## src/rtl/axi_pkg.sv

```systemverilog
// Shared AXI encodings and state types for the write-side (and future read-side) SRAM responders.
package axi_pkg;

    localparam logic [1:0] BURST_FIXED = 2'b00;
    localparam logic [1:0] BURST_INCR  = 2'b01;
    localparam logic [1:0] BURST_WRAP  = 2'b10;
    localparam logic [1:0] BURST_RSVD  = 2'b11;

    localparam logic [1:0] RESP_OKAY   = 2'b00;
    localparam logic [1:0] RESP_SLVERR = 2'b10;

    typedef enum logic [1:0] {
        IDLE = 2'd0,
        DATA = 2'd1,
        RESP = 2'd2
    } wslv_state_t;

    // WRAP bursts are only defined for 2, 4, 8 or 16 beats.
    function automatic logic wrap_len_ok(input logic [7:0] len);
        return (len == 8'd1) || (len == 8'd3) || (len == 8'd7) || (len == 8'd15);
    endfunction

endpackage

```

## src/rtl/axi_burst_addr_gen.sv

```systemverilog
// Combinational AXI burst next-address calculator (FIXED / INCR / WRAP), shared by both responders.
module axi_burst_addr_gen
    import axi_pkg::*;
#(
    parameter int ADDR_WIDTH = 32
) (
    input  logic [ADDR_WIDTH-1:0] addr,
    input  logic [7:0]            len,
    input  logic [2:0]            size,
    input  logic [1:0]            burst,
    output logic [ADDR_WIDTH-1:0] next_addr
);

    logic [ADDR_WIDTH-1:0] step;
    logic [ADDR_WIDTH-1:0] aligned_addr;
    logic [ADDR_WIDTH-1:0] wrap_mask;
    logic [ADDR_WIDTH-1:0] incr_addr;

    assign step         = ADDR_WIDTH'(1) << size;
    assign aligned_addr = addr & ~(step - ADDR_WIDTH'(1));
    assign incr_addr    = aligned_addr + step;
    // Window is (len+1) transfers; only the bits inside it advance, so the address rolls to the base.
    assign wrap_mask    = ((ADDR_WIDTH'(len) + ADDR_WIDTH'(1)) << size) - ADDR_WIDTH'(1);

    always_comb begin
        next_addr = addr;
        case (burst)
            BURST_INCR: next_addr = incr_addr;
            BURST_WRAP: next_addr = (addr & ~wrap_mask) | ((addr + step) & wrap_mask);
            default:    next_addr = addr;
        endcase
    end

endmodule

```

## src/rtl/axi_slave_w_sram.sv

```systemverilog
// AXI4 write-channel responder: one AW, its W burst written beat-by-beat into a single-port SRAM, then B.
module axi_slave_w_sram
    import axi_pkg::*;
#(
    parameter int DATA_WIDTH = 32,
    parameter int ADDR_WIDTH = 32,
    parameter int ID_WIDTH   = 1,
    parameter int STRB_WIDTH = DATA_WIDTH / 8,
    parameter int MEM_AW     = 16
) (
    input  logic                  ACLK,
    input  logic                  ARESET,
    input  logic [ID_WIDTH-1:0]   AWID,
    input  logic [ADDR_WIDTH-1:0] AWADDR,
    input  logic [7:0]            AWLEN,
    input  logic [2:0]            AWSIZE,
    input  logic [1:0]            AWBURST,
    input  logic                  AWVALID,
    output logic                  AWREADY,
    input  logic [DATA_WIDTH-1:0] WDATA,
    input  logic [STRB_WIDTH-1:0] WSTRB,
    input  logic                  WLAST,
    input  logic                  WVALID,
    output logic                  WREADY,
    output logic [ID_WIDTH-1:0]   BID,
    output logic [1:0]            BRESP,
    output logic                  BVALID,
    input  logic                  BREADY,
    output logic [STRB_WIDTH-1:0] mem_we,
    output logic [MEM_AW-1:0]     mem_addr,
    output logic [DATA_WIDTH-1:0] mem_wdata
);

    localparam int LANE_BITS = $clog2(STRB_WIDTH);

    wslv_state_t           state_reg, state_next;
    logic [ID_WIDTH-1:0]   id_reg, id_next;
    logic [ADDR_WIDTH-1:0] addr_reg, addr_next;
    logic [7:0]            len_reg, len_next;
    logic [2:0]            size_reg, size_next;
    logic [1:0]            burst_reg, burst_next;
    logic [7:0]            cnt_reg, cnt_next;
    logic                  err_reg, err_next;
    logic                  awready_reg, awready_next;
    logic                  wready_reg, wready_next;
    logic                  bvalid_reg, bvalid_next;
    logic [ID_WIDTH-1:0]   bid_reg, bid_next;
    logic [1:0]            bresp_reg, bresp_next;

    logic                  aw_hs;
    logic                  w_hs;
    logic                  b_hs;
    logic                  final_beat;
    logic                  wlast_bad;
    logic                  req_err;
    logic                  beat_write;
    logic [ADDR_WIDTH-1:0] size_mask;
    logic [ADDR_WIDTH-1:0] next_addr;

    axi_burst_addr_gen #(
        .ADDR_WIDTH (ADDR_WIDTH)
    ) u_addr_gen (
        .addr      (addr_reg),
        .len       (len_reg),
        .size      (size_reg),
        .burst     (burst_reg),
        .next_addr (next_addr)
    );

    assign aw_hs      = AWVALID && awready_reg;
    assign w_hs       = WVALID && wready_reg;
    assign b_hs       = BREADY && bvalid_reg;
    assign final_beat = (cnt_reg == len_reg);
    assign wlast_bad  = WLAST ^ final_beat;

    // A bad request is still fully consumed; it just never reaches the SRAM.
    assign size_mask = (ADDR_WIDTH'(1) << AWSIZE) - ADDR_WIDTH'(1);
    assign req_err   = (AWSIZE > 3'(LANE_BITS))
                     || (AWBURST == BURST_RSVD)
                     || ((AWBURST == BURST_WRAP)
                         && (!wrap_len_ok(AWLEN) || ((AWADDR & size_mask) != '0)));

    always_comb begin
        state_next = state_reg;
        id_next    = id_reg;
        addr_next  = addr_reg;
        len_next   = len_reg;
        size_next  = size_reg;
        burst_next = burst_reg;
        cnt_next   = cnt_reg;
        err_next   = err_reg;
        bid_next   = bid_reg;
        bresp_next = bresp_reg;

        case (state_reg)
            IDLE: begin
                if (aw_hs) begin
                    id_next    = AWID;
                    addr_next  = AWADDR;
                    len_next   = AWLEN;
                    size_next  = AWSIZE;
                    burst_next = AWBURST;
                    cnt_next   = 8'd0;
                    err_next   = req_err;
                    state_next = DATA;
                end
            end
            DATA: begin
                if (w_hs) begin
                    cnt_next  = cnt_reg + 8'd1;
                    addr_next = next_addr;
                    err_next  = err_reg | wlast_bad;
                    if (final_beat) begin
                        bid_next   = id_reg;
                        bresp_next = (err_reg || wlast_bad) ? RESP_SLVERR : RESP_OKAY;
                        state_next = RESP;
                    end
                end
            end
            RESP: begin
                if (b_hs) begin
                    bid_next   = '0;
                    bresp_next = RESP_OKAY;
                    state_next = IDLE;
                end
            end
            default: state_next = IDLE;
        endcase

        // Handshake outputs are registered decodes of the upcoming state.
        awready_next = (state_next == IDLE);
        wready_next  = (state_next == DATA);
        bvalid_next  = (state_next == RESP);
    end

    always_ff @(posedge ACLK or posedge ARESET) begin
        if (ARESET) begin
            state_reg   <= IDLE;
            id_reg      <= '0;
            addr_reg    <= '0;
            len_reg     <= '0;
            size_reg    <= '0;
            burst_reg   <= '0;
            cnt_reg     <= '0;
            err_reg     <= 1'b0;
            awready_reg <= 1'b0;
            wready_reg  <= 1'b0;
            bvalid_reg  <= 1'b0;
            bid_reg     <= '0;
            bresp_reg   <= RESP_OKAY;
        end else begin
            state_reg   <= state_next;
            id_reg      <= id_next;
            addr_reg    <= addr_next;
            len_reg     <= len_next;
            size_reg    <= size_next;
            burst_reg   <= burst_next;
            cnt_reg     <= cnt_next;
            err_reg     <= err_next;
            awready_reg <= awready_next;
            wready_reg  <= wready_next;
            bvalid_reg  <= bvalid_next;
            bid_reg     <= bid_next;
            bresp_reg   <= bresp_next;
        end
    end

    assign AWREADY = awready_reg;
    assign WREADY  = wready_reg;
    assign BVALID  = bvalid_reg;
    assign BID     = bid_reg;
    assign BRESP   = bresp_reg;

    assign beat_write = w_hs && !err_reg;
    assign mem_addr   = MEM_AW'(addr_reg >> LANE_BITS);
    assign mem_wdata  = WDATA;

    for (genvar gi = 0; gi < STRB_WIDTH; gi++) begin : g_lane_we
        assign mem_we[gi] = beat_write && WSTRB[gi];
    end

endmodule

```

## config.mk

```make
export PLATFORM = sky130hd
export DESIGN_NAME = axi_slave_w_sram
export DESIGN_NICKNAME = d
export VERILOG_FILES = /design/src/rtl/axi_pkg.sv /design/src/rtl/axi_burst_addr_gen.sv /design/src/rtl/axi_slave_w_sram.sv
export SDC_FILE = /design/constraint.sdc
export NUM_CORES = 1
export LEC_CHECK = 0
export ABC_AREA = 1
export BUFFER_PORTS_ARGS = -buffer_cell sky130_fd_sc_hd__clkbuf_2
export CORE_MARGIN = 1.5
export CORE_UTILIZATION = 45
export DETAILED_ROUTE_END_ITERATION = 16
export GPL_ROUTABILITY_DRIVEN = 0
export PLACE_DENSITY = 0.71
export SLEW_MARGIN = 20
export SYNTH_ARGS = -nofsm -noshare
export SYNTH_HDL_FRONTEND = slang
export SYNTH_SLANG_ARGS = --single-unit
```

## constraint.sdc

```tcl
create_clock -name ACLK -period 3.04 [get_ports ACLK]
set_input_delay 0.304 -clock ACLK [delete_from_list [all_inputs] [get_ports ACLK]]
set_output_delay 0.304 -clock ACLK [all_outputs]
set_load 0.01 [all_outputs]
```

==> results.sh, run 1 <==
export IMPL_synth_warnings=0
export IMPL_dieArea_mm2=0.0128
export IMPL_antenna_cells=0
export IMPL_routed_wirelength_um=15200
export IMPL_post_drt_wl_per_cell_um=14.2
export IMPL_synthCells=893
export IMPL_start_util=0.468
export IMPL_setup_viol=0
export IMPL_status="completed"
export IMPL_finalCritPeriodShare=0.920
export IMPL_path_max_fanout=8
export IMPL_grt_max_degree=49
export IMPL_critPathLaunchType="flop"
export IMPL_firstDrtPassIters=5
export IMPL_arrival_ns=3.00
export IMPL_insertion_delay_ns=0.31
export IMPL_fmax_mhz=358
export IMPL_synth_seq_area_share=0.221
export IMPL_synthDistinctLibCells=48
export IMPL_reg2reg_slack_ns=0.24
export IMPL_p_clk_frac=0.107
export IMPL_clock_sinks=48
export IMPL_post_route_min_period_ns=2.80
export IMPL_yosys_register_bits=48
export IMPL_grt_overflow=0
export IMPL_placed_area_mm2=0.00564
export IMPL_n_fill_cell=1221
export IMPL_clock_path_buffers=2
export IMPL_drv_slew=0
export IMPL_syn_num_nets=999
export IMPL_drtIter0Drc=488
export IMPL_antenna_found_initial=0
export IMPL_postSynthAreaPerCell_um2=6.09
export IMPL_layout_drive_gt1_share=0.163
export IMPL_remaining_drc_errors=0
export IMPL_cts_htree_levels=2
export IMPL_grt_pass1_vias=5125
export IMPL_cts_clk_slew_worst_paths_ns=0.08
export IMPL_p_int_mw=2.87
export IMPL_viasPerCell=5.38
export IMPL_vdd_drop_max_mv=0.459
export IMPL_leakage_nw=3.11
export IMPL_syn_area_mm2=0.00544
export IMPL_ant_nets=0
export IMPL_r2r_start="size_reg[1]"
export IMPL_reg2regPathDepth=17
export IMPL_p_seq_frac=0.197
export IMPL_hold_class="in2async"
export IMPL_postLayoutCellArea_mm2=0.00584
export IMPL_area_delta_synth_final_pct=7.38
export IMPL_grt_pass1_wl_um=25000
export IMPL_swShare=0.561
export IMPL_combPwrFrac=0.696
export IMPL_final_common_cell="nand2_1"
export IMPL_p_sw_mw=3.66
export IMPL_clock_skew_ns=0.00871
export IMPL_ys_flop_type="dfrtp_1"
export IMPL_hold_viol_final=0
export IMPL_rows=39
export IMPL_dpl_worst_slack_ns=0.144
export IMPL_setup_ws_ns=0.244
export IMPL_synth_edf_count=0
export IMPL_async_flop_share=1.00
export IMPL_worstSetupEndpointType="flop"
export IMPL_final_cell_mix="nand2_1, inv_1, nand3_1"
export IMPL_die_w_um=113
export IMPL_power_density_mw_per_mm2=1120
export IMPL_portBuffers=68
export IMPL_ioPinCount=146
export IMPL_fin_nets=1028
export IMPL_chipHeight_um=113
export IMPL_num_vias=5734
export IMPL_crit_required_ns=3.24
export IMPL_rsz0062_at_grt="true"
export IMPL_path_class="reg2reg"
export IMPL_core_area_mm2=0.0116
export IMPL_cts_buffers=5
export IMPL_place_hpwl_um=11800
export IMPL_tightest_slew_ns=0.881
export IMPL_cts_tree="yes"
export IMPL_maxCapViolations=0
export IMPL_track_usage=0.245
export IMPL_cts_root_buffer="clkbuf_16"
export IMPL_relSlewSlack=0.412
==> per-layer routing <==
layer  GRT usage  share of wire  vias up
met1       0.342           0.47     2587
met4      0.0658          0.014        0
met2       0.396           0.44      217
li1            -              -     2910
met3      0.0418          0.071       20
met5           0              0        -
==> cell families (layout without fill, tap and decap cells) <==
logic type               count (synthesis)  in the layout  share of synthesized area
other                                    1              1                   0.000689
flip-flops                              48             48                      0.221
XOR/XNOR                                12             12                     0.0193
AO/OA/AOI/OAI                          132            132                      0.139
multiplexers                             1              1                    0.00184
buffers and inverters                  181            211                      0.164
AND/OR/NAND/NOR                        500            500                      0.412
adder cells (fa/ha/maj)                 18             18                     0.0428
==> power by group through the flow <==
stage	clock network, mW	registers [mW]	logic [mW]
6_report	0.699	1.29	4.54
5_1_grt	0.728	1.34	5.15
4_1_cts	0.705	1.28	4.47
3_5_place_dp	0	1.29	4.44
3_3_place_gp	0	1.28	4.41
2_1_floorplan	0	1.17	3.54
==> worst max-delay path, cell delays in order, from the launching register on <==
cell,delay [ns]
dfrtp_2,0.49
nor3_4,0.25
buf_4,0.16
inv_1,0.03
ha_1,0.19
nand2_1,0.08
a21boi_1,0.28
nand2_1,0.08
inv_1,0.07
a21oi_1,0.12
o21bai_2,0.24
nand2_1,0.14
nand2_2,0.15
nand3_1,0.09
nand2_1,0.08
o21ai_1,0.05
o21ai_1,0.12
nand2_1,0.06
==> cell type report <==
class                      count  area, um2  area share
multi-input combinational    664       3350       0.574
sequential                    48       1200       0.206
timing repair buffer          90        505      0.0865
inverter                     113        428      0.0733
tap                          143        179      0.0306
clock buffer                   5        125      0.0214
clock inverter                 3       46.3     0.00793
==> synthesized netlist by cell type (all sizes together), types with 3 or more instances <==
library cell  instances  area, um2
a21oi                41        205
a221oi                3       26.3
a31oi                 3       18.8
buf                  57        423
clkbuf               11       41.3
dfrtp                48       1200
ha                   17        213
inv                 111        419
nand2               272       1040
nand3               102        546
nand3b                3       22.5
nand4                12       75.1
nor2                 84        383
nor3                 16       96.4
nor4                  3       18.8
o211ai                4       30.0
o21a                  3       22.5
o21ai                64        343
o21bai                5       41.3
or2                   7       43.8
xnor2                 3       26.3
xor2                  9       78.8
==> through the flow <==
| step | instances | util | power [mW] | TNS [ns] | hold WS, ns |
|---|---|---|---|---|---|
| 4_1_cts | 1064 | 0.501 | 6.45 | 0 | 0.186 |
| 5_1_grt | 1066 | 0.503 | 7.21 | -0.0141 | 0.208 |
| 6_report | 1066 | 0.503 | 6.53 | 0 | 0.133 |
| 3_3_place_gp | 1056 | 0.486 | 5.69 | 0 | 0.476 |
| 2_1_floorplan | 893 | - | 4.70 | 0 | 0.414 |
| 3_5_place_dp | 1056 | 0.486 | 5.73 | 0 | 0.476 |
==> repair_timing <==
item                                    CTS  global route
endpoints found under the setup margin    0            10
setup buffers                             0             2
hold buffers                              0             0
resized for setup                         0             6
==> worst max-delay path by stage <==
stage	from	to	slack, ns	depth (start not counted)
after floorplan	size_reg[0]	flop	0.26	16
after global placement	size_reg[0]	flop	0.22	18
after detailed placement	size_reg[0]	flop	0.14	16
after CTS	size_reg[0]	flop	0.13	18
after global routing	size_reg[1]	flop	-0.01	18
final	size_reg[1]	flop	0.24	17
Note: power is estimated with default switching activity, not from simulation.
==> run 2, diff against run 1 <==
--- a/config.mk
+++ b/config.mk
@@ -12,6 +12,7 @@
 export DETAILED_ROUTE_END_ITERATION = 16
 export GPL_ROUTABILITY_DRIVEN = 0
 export PLACE_DENSITY = 0.71
+export RECOVER_POWER = 100
 export SLEW_MARGIN = 20
 export SYNTH_ARGS = -nofsm -noshare
 export SYNTH_HDL_FRONTEND = slang
==> results.sh, run 2 (synthesis results as in run 1) <==
export IMPL_status="complete, but fails checks"
export IMPL_violations="max-capacitance violations, max-slew violations"
export IMPL_portBuffers=68
export IMPL_die_w_um=113
export IMPL_grt_overflow=0
export IMPL_ioPinCount=146
export IMPL_p_clk_frac=0.107
export IMPL_ant_nets=0
export IMPL_insertion_delay_ns=0.31
export IMPL_setup_viol=0
export IMPL_grt_pass1_vias=5125
export IMPL_core_area_mm2=0.0116
export IMPL_cts_root_buffer="clkbuf_16"
export IMPL_clock_sinks=48
export IMPL_antenna_cells=0
export IMPL_hold_viol_final=0
export IMPL_worst_path_most_repeated_cell="nand2_1"
export IMPL_clock_skew_ns=0.00785
export IMPL_relSlewSlack=-0.505
export IMPL_layout_drive_gt1_share=0.137
export IMPL_track_usage=0.245
export IMPL_fin_nets=1028
export IMPL_post_route_min_period_ns=2.80
export IMPL_power_density_mw_per_mm2=1120
export IMPL_path_max_fanout=8
export IMPL_leakage_nw=3.03
export IMPL_maxCapViolations=1
export IMPL_routed_wirelength_um=15200
export IMPL_path_buf_inv=3
export IMPL_combPwrFrac=0.695
export IMPL_drv_slew=49
export IMPL_remaining_drc_errors=0
export IMPL_arrival_ns=3.01
export IMPL_fin_tns_setup_ns=0
export IMPL_grt_pass1_wl_um=25000
export IMPL_place_hpwl_um=11800
export IMPL_n_fill_cell=1232
export IMPL_p_seq_frac=0.197
export IMPL_p_int_mw=2.84
export IMPL_p_sw_mw=3.67
export IMPL_grt_max_degree=49
export IMPL_cts_clk_slew_worst_paths_ns=0.08
export IMPL_worstSetupEndpointType="flop"
export IMPL_post_drt_wl_per_cell_um=14.3
export IMPL_area_delta_synth_final_pct=6.79
export IMPL_fmax_mhz=357
export IMPL_slowest_stage="dfrtp_2"
export IMPL_cp_cell_sequence="nor3_4 > buf_4 > inv_1 > ha_1 > nand2_1 > a21boi_1 > nand2_1 > inv_1 > a21oi_1 > o21bai_2 > nand2_1 > nand2_2 > nand3_1 > nand2_1 > o21ai_1 > o21ai_1 > nand2_1"
export IMPL_crit_required_ns=3.24
export IMPL_antenna_found_initial=0
export IMPL_viasPerCell=5.39
export IMPL_tightest_slew_ns=2.25
export IMPL_num_vias=5747
export IMPL_cts_htree_levels=2
export IMPL_path_class="reg2reg"
export IMPL_chipHeight_um=113
export IMPL_final_common_cell="nand2_1"
export IMPL_finalCritPeriodShare=0.922
export IMPL_dp_cells=1056
export IMPL_firstDrtPassIters=6
export IMPL_drtIter0Drc=482
export IMPL_start_util=0.468
export IMPL_cts_buffers=5
export IMPL_critPathLaunchType="flop"
export IMPL_cpLargestDelayFamily="simple AND/OR/NAND/NOR gates"
export IMPL_rsz0062_at_grt="true"
export IMPL_swShare=0.563
export IMPL_rows=39
export IMPL_cts_tree="yes"
export IMPL_instances_no_fill=1066
export IMPL_hold_class="in2reg"
export IMPL_dieArea_mm2=0.0128
export IMPL_cpPeakStageDelay_ns=0.49
export IMPL_vdd_drop_max_mv=0.459
export IMPL_clock_path_buffers=2
export IMPL_final_cell_mix="nand2_1, inv_1, nand3_1"
run 2: cell types whose count changed in the layout (fill, tap and decap cells not counted), sizes merged:
cell      change
clkinv        -1
buf           -1
clkinvlp      +1
clkbuf        +1
run 2: stage by stage:
stage	power, mW	utilization	worst slack [ns]	area [um2]	hold slack [ns]
after floorplan	4.70	-	0.265	5440	0.414
after global placement	5.69	0.486	0.221	5640	0.476
after detailed placement	5.73	0.486	0.144	5640	0.476
after CTS	6.45	0.501	0.126	5820	0.186
after global routing	7.18	0.500	-0.0141	5810	0.208
final	6.51	0.500	0.238	5810	0.190
run 2: worst reg2reg max path, stage by stage, from the launching register on:
cell      delay [ns]
dfrtp_2         0.49
nor3_4          0.26
buf_4           0.16
inv_1           0.03
ha_1            0.19
nand2_1         0.08
a21boi_1        0.28
nand2_1         0.08
inv_1           0.07
a21oi_1         0.11
o21bai_2        0.24
nand2_1         0.14
nand2_2         0.15
nand3_1         0.09
nand2_1         0.08
o21ai_1         0.05
o21ai_1         0.12
nand2_1         0.06
run 2: routing by layer:
layer / GRT usage / part of all wire
met5: 0 / 0
met4: 0.0658 / 0.015
met3: 0.0418 / 0.073
met2: 0.396 / 0.44
met1: 0.342 / 0.47
run 2: what timing repair did:
item / in CTS / in global routing
resized for setup: 0 / 6
hold buffers: 0 / 0
endpoints found under the setup margin: 0 / 10
buffers inserted: 0 / 2
run 2: layout make-up:
cell class,count,area (um2),area share
Inverter,113,428,0.0737
Clock buffer,5,125,0.0215
Timing Repair Buffer,90,473,0.0814
Clock inverter,3,46.3,0.00797
Tap cell,143,179,0.0308
Multi-Input combinational cell,664,3350,0.577
Sequential cell,48,1200,0.207
run 2: worst paths after layout:
kind | from | to | slack [ns] | cells after the start
hold / removal | AWID | id_reg | 0.19 | 3
max in group asynchronous | ARESET | size_reg[2] | 1.33 | 2
setup / recovery | size_reg[1] | flop | 0.24 | 17
setup reg to reg | size_reg[1] | flop | 0.24 | 17
hold reg to reg | id_reg | id_reg | 0.50 | 2
min in group asynchronous | ARESET | id_reg | 0.57 | 2
run 2: power by group through the flow:
stage          logic [mW]  clock network, mW  registers [mW]
3_5_place_dp         4.44                  0            1.29
3_3_place_gp         4.41                  0            1.28
4_1_cts              4.47              0.705            1.28
2_1_floorplan        3.54                  0            1.17
6_report             4.52              0.697            1.28
5_1_grt              5.12              0.728            1.34
==> run 3, diff against run 2 <==
--- a/config.mk
+++ b/config.mk
@@ -7,12 +7,12 @@
 export LEC_CHECK = 0
 export ABC_AREA = 1
 export BUFFER_PORTS_ARGS = -buffer_cell sky130_fd_sc_hd__clkbuf_2
-export CORE_MARGIN = 1.5
 export CORE_UTILIZATION = 45
 export DETAILED_ROUTE_END_ITERATION = 16
 export GPL_ROUTABILITY_DRIVEN = 0
 export PLACE_DENSITY = 0.71
 export RECOVER_POWER = 100
+export REMOVE_ABC_BUFFERS = 1
 export SLEW_MARGIN = 20
 export SYNTH_ARGS = -nofsm -noshare
 export SYNTH_HDL_FRONTEND = slang
==> results.sh, run 3 (synthesis results as in run 1) <==
export IMPL_status="complete, but fails checks"
export IMPL_violations="design-rule violations"
export IMPL_instances_no_fill=1069
export IMPL_post_drt_wl_per_cell_um=15.3
export IMPL_p_clk_frac=0.106
export IMPL_grt_use_met1=0.371
export IMPL_use_met3=0.0800
export IMPL_cts_tree="yes"
export IMPL_drtIter0Drc=549
export IMPL_viasPerCell=5.45
export IMPL_path_class="reg2reg"
export IMPL_p_sw_mw=3.65
export IMPL_cpLargestDelayFamily="simple AND/OR/NAND/NOR gates"
export IMPL_cpPeakStageDelay_ns=0.47
export IMPL_grt_pass1_wl_um=27400
export IMPL_clock_sinks=48
export IMPL_dp_cells=1060
export IMPL_core_area_mm2=0.0116
export IMPL_finalCritPeriodShare=0.919
export IMPL_worstSetupEndpointType="flop"
export IMPL_chipHeight_um=112
export IMPL_start_util=0.468
export IMPL_grt_overflow=0
export IMPL_post_route_min_period_ns=2.79
export IMPL_leakage_nw=3.05
export IMPL_p_int_mw=2.84
export IMPL_area_delta_synth_final_pct=6.67
export IMPL_ioPinCount=146
export IMPL_setup_viol=0
export IMPL_portBuffers=68
export IMPL_hold_class="in2reg"
export IMPL_grt_pass1_vias=5514
export IMPL_power_mw=6.49
export IMPL_track_usage=0.276
export IMPL_tightest_slew_ns=1.23
export IMPL_fmax_mhz=358
export IMPL_hold_viol_final=0
export IMPL_clock_skew_ns=0.0149
export IMPL_setup_ws_ns=0.247
export IMPL_num_vias=5827
export IMPL_place_hpwl_um=12900
export IMPL_clock_path_buffers=2
export IMPL_combPwrFrac=0.695
export IMPL_routed_wirelength_um=16400
export IMPL_n_fill_cell=1265
export IMPL_gr_max_usage_layer="met2"
export IMPL_final_common_cell="nand2_1"
export IMPL_met2_usage=0.423
export IMPL_power_density_mw_per_mm2=1120
export IMPL_firstDrtPassIters=11
export IMPL_drv_slew=0
export IMPL_rows=39
export IMPL_cts_clk_slew_worst_paths_ns=0.08
export IMPL_cp_cell_sequence="nor3_4 > ha_1 > inv_1 > fa_1 > inv_1 > nand2_1 > nand2_1 > a21oi_1 > o21ai_0 > buf_4 > nand2_1 > inv_1 > a31oi_1 > nor3_1 > nand3_1 > nand3_1 > nand2_1 > nand2_1"
export IMPL_maxCapViolations=0
export IMPL_crit_required_ns=3.30
export IMPL_swShare=0.563
export IMPL_die_w_um=112
export IMPL_critPathLaunchType="flop"
export IMPL_final_cell_mix="nand2_1, inv_1, nand3_1"
export IMPL_rsz0062_at_grt="false"
export IMPL_cts_buffers=5
export IMPL_fin_tns_setup_ns=0
export IMPL_arrival_ns=3.05
export IMPL_ant_nets=0
export IMPL_cts_htree_levels=2
export IMPL_relSlewSlack=0.178
export IMPL_remaining_drc_errors=5
export IMPL_slowest_stage="dfrtp_1"
export IMPL_cts_root_buffer="clkbuf_16"
export IMPL_fin_nets=1031
export IMPL_antenna_found_initial=0
export IMPL_insertion_delay_ns=0.32
export IMPL_layout_drive_gt1_share=0.131
export IMPL_p_seq_frac=0.199
export IMPL_antenna_cells=0
export IMPL_worst_path_most_repeated_cell="nand2_1"
export IMPL_grt_max_degree=34
export IMPL_dpl_worst_slack_ns=0.209
export IMPL_path_buf_inv=4
export IMPL_utilization=0.500
export IMPL_vdd_drop_max_mv=0.426
export IMPL_path_max_fanout=4
export IMPL_dieArea_mm2=0.0125
[run 3: cell types whose count changed in the layout (fill, tap and decap cells not counted), sizes merged]
cell      previous run  this run
clkinvlp             2         0
clkinv               2         4
clkbuf              74        77
[run 3: what timing repair did]
| item | CTS | global route |
|---|---|---|
| resized for setup | 0 | 3 |
| hold buffers | 0 | 0 |
| endpoints found under the setup margin | 0 | 9 |
| setup buffers | 0 | 1 |
| hold endpoints to repair | 0 | 0 |
[run 3: metrics by stage]
step	hold slack (ns)	area [um2]
4_1_cts	0.105	5850
5_1_grt	0.225	5800
6_report	0.197	5800
3_5_place_dp	0.440	5670
3_3_place_gp	0.439	5670
2_1_floorplan	0.414	4970
[run 3: worst reg2reg max path: cells and delay by family, from the launching register on]
kind	cells	cell delay, ns
flip-flops	1	0.47
AND/OR/NAND/NOR	9	0.94
AO/OA/AOI/OAI	3	0.35
adder cells (fa/ha/maj)	2	0.58
buffers and inverters	4	0.43
[run 3: layout make-up]
cell class	count	area, um2	area share
sequential	48	1200	0.207
tap	143	179	0.0308
clock inverter	3	47.5	0.00819
inverter	113	427	0.0735
multi-input combinational	664	3340	0.575
timing repair buffer	93	483	0.0832
clock buffer	5	125	0.0216
[run 3: path summary, 6_finish.rpt]
kind,cells after the start,end,from,slack [ns]
min reg2reg,2,id_reg,id_reg,0.49
min in group asynchronous,2,err_reg,ARESET,0.29
max in group asynchronous,3,asynchronous set/reset pin,ARESET,1.31
max reg2reg,18,flop,size_reg[2],0.25
max,18,flop,size_reg[2],0.25
min,3,id_reg,AWID,0.20
[run 3: power groups by stage]
stage          Sequential (mW)  Combinational, mW  Clock (mW)
6_report                  1.29               4.51       0.689
5_1_grt                   1.33               5.10       0.723
4_1_cts                   1.27               4.50       0.702
3_5_place_dp              1.28               4.48           0
3_3_place_gp              1.28               4.44           0
2_1_floorplan             1.30               3.13           0
[run 3: layer usage]
metal / wire [um] / share of wire
met5: 0 / 0
met4: 363 / 0.022
met3: 1560 / 0.095
met2: 6860 / 0.42
met1: 7570 / 0.46
